$ cat src/rtl/bk_pkg.sv
// Shared bkController definitions: command width and opcode encodings.
package bk_pkg;
  localparam int CMD_W = 7;

  localparam logic [2:0] OPC_LOAD  = 3'b101;
  localparam logic [2:0] OPC_STORE = 3'b110;
  localparam logic [2:0] OPC_NOP   = 3'b111;
endpackage

$ cat src/rtl/bk_cmd_fifo.sv
// Command storage ring: unreset array, wrapping pointers and an independent level counter.
module bk_cmd_fifo #(
  parameter int DEPTH = 4,
  parameter int W     = 7
) (
  input  logic                       clk,
  input  logic                       rst_n,
  input  logic                       push,
  input  logic                       pop,
  input  logic [W-1:0]               wdata,
  output logic [W-1:0]               rdata,
  output logic [$clog2(DEPTH):0]     level
);
  localparam int PW = $clog2(DEPTH);
  localparam int LW = PW + 1;

  logic [W-1:0]  mem [DEPTH];
  logic [PW-1:0] wr_ptr;
  logic [PW-1:0] rd_ptr;

  // Caller guarantees push only when not full and pop only when not empty.
  always_ff @(posedge clk) begin
    if (push) mem[wr_ptr] <= wdata;
  end

  always_ff @(posedge clk or negedge rst_n) begin
    if (!rst_n) begin
      wr_ptr <= '0;
      rd_ptr <= '0;
      level  <= '0;
    end else begin
      if (push) wr_ptr <= wr_ptr + PW'(1);
      if (pop)  rd_ptr <= rd_ptr + PW'(1);
      case ({push, pop})
        2'b10:   level <= level + LW'(1);
        2'b01:   level <= level - LW'(1);
        default: level <= level;
      endcase
    end
  end

  assign rdata = mem[rd_ptr];
endmodule

$ cat src/rtl/bk_cmd_queue.sv
// Host-to-bkController command queue with optional parity check / NOP rewrite.
// Optional feature macro: BK_CMDQ_PARITY_EN.
module bk_cmd_queue
  import bk_pkg::*;
#(
  parameter int DEPTH = 4
) (
  input  logic                   clk,
  input  logic                   rst_n,
  input  logic                   host_valid,
  input  logic [7:0]             host_data,
  output logic                   host_ready,
  input  logic                   cmd_take,
  output logic [CMD_W-1:0]       cmd_out,
  output logic                   cmd_valid,
  output logic                   p_error,
  output logic [$clog2(DEPTH):0] level,
  output logic                   underrun,
  output logic [7:0]             err_cnt
);
  localparam int LW = $clog2(DEPTH) + 1;
`ifdef BK_CMDQ_PARITY_EN
  localparam int EW = CMD_W + 1;
`else
  localparam int EW = CMD_W;
`endif

  // Handshake: a word transfers on a rising edge where host_valid & host_ready;
  // the host holds host_data until then. cmd_take is a single-cycle strobe and
  // pops only when cmd_valid; ready/valid depend on registered state alone.
  logic          push;
  logic          pop;
  logic [EW-1:0] wr_entry;
  logic [EW-1:0] head_entry;

  assign host_ready = (level != LW'(DEPTH));
  assign cmd_valid  = (level != '0);
  assign push       = host_valid & host_ready;
  assign pop        = cmd_take & cmd_valid;

  bk_cmd_fifo #(
    .DEPTH (DEPTH),
    .W     (EW)
  ) u_fifo (
    .clk   (clk),
    .rst_n (rst_n),
    .push  (push),
    .pop   (pop),
    .wdata (wr_entry),
    .rdata (head_entry),
    .level (level)
  );

`ifdef BK_CMDQ_PARITY_EN
  logic par_err;
  assign par_err  = ^host_data;
  // A bad word keeps its selects but becomes NOP so the controller flags it.
  assign wr_entry = par_err ? {1'b1, host_data[6:3], OPC_NOP}
                            : {1'b0, host_data[6:0]};
  assign cmd_out  = cmd_valid ? head_entry[CMD_W-1:0] : {4'b0000, OPC_NOP};
  assign p_error  = cmd_valid & head_entry[CMD_W];

  always_ff @(posedge clk or negedge rst_n) begin
    if (!rst_n)                             err_cnt <= '0;
    else if (push && par_err && err_cnt != 8'hFF) err_cnt <= err_cnt + 8'd1;
  end
`else
  logic unused_parity;
  assign unused_parity = host_data[7];
  assign wr_entry = host_data[6:0];
  assign cmd_out  = cmd_valid ? head_entry : {4'b0000, OPC_NOP};
  assign p_error  = 1'b0;
  assign err_cnt  = 8'd0;
`endif

  always_ff @(posedge clk or negedge rst_n) begin
    if (!rst_n)                     underrun <= 1'b0;
    else if (cmd_take && !cmd_valid) underrun <= 1'b1;
  end
endmodule

$ cat config.mk
export PLATFORM = sky130hd
export DESIGN_NAME = bk_cmd_queue
export DESIGN_NICKNAME = d
export VERILOG_FILES = /design/src/rtl/bk_pkg.sv /design/src/rtl/bk_cmd_fifo.sv /design/src/rtl/bk_cmd_queue.sv
export SDC_FILE = /design/constraint.sdc
export NUM_CORES = 1
export LEC_CHECK = 0
export ABC_CLOCK_PERIOD_IN_PS = 2700
export CAP_MARGIN = 20
export CORE_ASPECT_RATIO = 0.8
export CORE_MARGIN = 4
export CORE_UTILIZATION = 50
export CTS_BUF_LIST = sky130_fd_sc_hd__clkbuf_4
export CTS_CLUSTER_SIZE = 14
export DETAILED_ROUTE_END_ITERATION = 12
export PLACE_DENSITY = 0.79
export SYNTH_ARGS = -nofsm -noshare
export SYNTH_HDL_FRONTEND = slang
export SYNTH_SLANG_ARGS = --single-unit
$ cat constraint.sdc
create_clock -name clk -period 2.7 [get_ports clk]
set_clock_uncertainty 0.15 [all_clocks]
set_input_delay 0.54 -clock clk [delete_from_list [all_inputs] [get_ports clk]]
set_output_delay 0.54 -clock clk [all_outputs]
set_load 0.005 [all_outputs]
==> results_dict.tcl <==
set metrics [dict create \
    fin_area_mm2 0.001959 \
    clockBufferDepth 2 \
    gp_congestion 0.7457 \
    cp_top_family "multiplexers" \
    dieArea_mm2 0.004181 \
    start_kind "register" \
    setup_viol_count_final 0 \
    grt_pass1_wl_um 4015 \
    filler_cell_count 217 \
    track_usage 0.1326 \
    whs_path_depth 1 \
    post-route-drc-count 0 \
    place_hpwl_um 1823 \
    ys_seq_elements 36 \
    irDropWorstVdd_v 0.0005136 \
    postCtsHoldBufs 0 \
    place_area_mm2 0.001846 \
    num_antenna_cells 0 \
    holdPathEnd "underrun" \
    register_area_mm2 0.001042 \
    grt_pass1_vias 840 \
    layout.nets 149 \
    p_per_area_mw_per_mm2 1018 \
    critPathRequiredTime_ps 2010 \
    detail_route.wl_per_cell_um 14.88 \
    grt_max_degree 12 \
    fin_crit_sh 0.9736 \
    postRouteAntennaNets 0 \
    hp-class "reg2reg" \
    vias 851 \
    synth.yosys.warnings 0 \
    critPathSlowestCell "mux4_1" \
    clk_latency_ps 320 \
    first_pass_iters 4 \
    grt_overflow 0 \
    ios 34 \
    async_flop_share 0.2222 \
    synthTopCellsByCount "edfxtp_1 (28), buf_4 (9), dfrtp_1 (8)" \
    worstPathCellList "buf_6 > mux4_1 > or2_2 > dlygate4sd2_1" \
    drt_iter0_markers 78 \
    pre_cts_slack_ps 95.01 \
    clk_pin_slew_ps 100 \
    rows 18 \
    netlist_instances 95 \
    synth_top_cell_area_share 0.5246 \
    fp.dieW_um 71.30 \
    r2r_slack_ps 300 \
    clock-root-buffer "clkbuf_4" \
    cts_tree "done" \
    core-area_mm2 0.003085 \
    initial_core_util 0.5195 \
    endpoint_kind "output pin" \
    crit-reg2reg-launch "u_fifo.level[0]" \
    r2r-end "u_fifo.level[2]" \
    clock-sinks 36 \
    numPortBuffers 23 \
    rr_worst_depth 9 \
    multi_input_area_um2 483.0 \
    finalCriticalPeriod_ps 2629 \
    yosysSeqAreaShare 0.6495 \
    netlist_area_mm2 0.001603 \
    setup_tns_ps 0 \
    hold_start "underrun" \
    yosys.cell_types.count 25 \
    antenna_found_initial 0 \
    p_leak_nw 0.7918 \
    synthTopCellsByArea "edfxtp_1 (52%), dfrtp_1 (12%), mux4_2 (5.6%)" \
    cts.htree.levels 2 \
    ys.flop_type "edfxtp_1" \
    status "finished clean" \
    arrival_ps 1940 \
    synth.most_common_cell "edfxtp_1" \
    wl_um 2560 \
    cp.buffers_inverters 2 \
    syn_area_per_cell_um2 16.87 \
    critical_path.max_fanout 6 \
    layout_setup_ws_ps 71.26 \
    max_freq_ghz 0.3804 \
    drv_cap 0 \
    yosys.area.top_type "edfxtp_1" \
    hold_viol 0 \
    drive_above_1_share 0.2424 \
    area_delta_synth_final_pct 22.25 \
    synth_edf_count 28 \
    hold_ws_ps 319.0 \
    slowest_delay_ps 510 \
    die_h_um 58.64 \
    drv_slew 0 \
    via_per_inst 4.948 \
    final_util 0.6350 \
    crit_type "reg2out" \
    numCtsBuffers 5 \
]
==> area by class of cell <==
type,instances,area share
Clock buffer,7,0.02682
Multi-Input combinational cell,49,0.2465
Sequential cell,36,0.5319
Inverter,7,0.01341
Tap cell,40,0.02554
Clock inverter,1,0.002554
Timing Repair Buffer,32,0.1533
==> worst register-to-register path, stage by stage (launching register included) <==
cell	delay (ps)
dfrtp_1	440
or3b_4	450
and2_4	190
inv_1	60
ha_1	190
inv_1	60
fa_1	370
xor2_1	160
nor2_1	120
xor2_1	150
==> cell families after synthesis <==
group	Yosys count	share of synthesized area
compound gates	2	0.007805
other cells	1	0.002340
simple gates	18	0.07337
fa+ha+maj	6	0.05152
buf+inv	18	0.06791
xor+xnor	6	0.03279
mux	8	0.1148
flops	36	0.6495
==> per-stage QoR <==
| step | std cells | power [W] |
|---|---|---|
| 2_1_floorplan | 103 | 0.001329 |
| 3_3_place_gp | 157 | 0.001663 |
| 3_5_place_dp | 157 | 0.001703 |
| 4_1_cts | 170 | 0.001994 |
| 5_1_grt | 172 | 0.002134 |
| 6_report | 172 | 0.001994 |
==> worst max-delay path by stage <==
stage,startpoint,cells after the start,slack (ps),endpoint
floorplan,u_fifo.level[0],9,440,u_fifo.level[2]
global placement,u_fifo.rd_ptr[0],3,110,cmd_out[1]
detailed placement,u_fifo.rd_ptr[0],3,100,cmd_out[1]
CTS,u_fifo.rd_ptr[0],4,10,cmd_out[1]
global route,u_fifo.rd_ptr[0],4,-6,cmd_out[1]
finish,u_fifo.rd_ptr[0],4,70,cmd_out[1]
==> sequential cells by signal (all words and copies together), names as in the netlist <==
name,cells
u_fifo.level,3
u_fifo.wr_ptr,2
underrun,1
u_fifo.mem,28
u_fifo.rd_ptr,2
==> power breakdown <==
| group | total (W) | internal (W) | switching [W] |
|---|---|---|---|
| Combinational | 0.000852 | 0.000530 | 0.000322 |
| Sequential | 0.000861 | 0.000755 | 0.000106 |
| Clock | 0.000282 | 0.000122 | 0.000160 |
| Total | 0.00199 | 0.00141 | 0.000587 |
==> metal layers <==
| layer | share of wire | vias up | wire length [µm] | track usage |
|---|---|---|---|---|
| li1 | - | 396 | - | - |
| met1 | 0.41 | 421 | 1050 | 0.1659 |
| met2 | 0.51 | 32 | 1304 | 0.2160 |
| met3 | 0.077 | 2 | 197 | 0.05461 |
| met4 | 0.0027 | 0 | 7 | 0.03485 |
| met5 | 0 | - | 0 | 0 |
==> placed cells by master, fill, tap and decap left out, drive strengths merged <==
master and count:
inv 7, mux4 7, buf 9, dlymetal6s2s 1, or2 3, dfrtp 8
or3b 1, edfxtp 28, fa 1, xnor2 3, ha 5, dlygate4sd2 6
clkbuf 7, and2 6, mux2 1, clkinv 1, clkdlybuf4s50 16, nor3 1
o21ai 1, nor2 1, a21o 1, nand3 1, xor2 3, and3 4
nand2 1, conb 9
==> repair_timing <==
action / 4_1_cts / 5_1_grt
setup buffers: 5 / 2
resized for setup: 8 / 2
setup endpoints to repair: 7 / 3
Power figures use the tool's default switching activity.
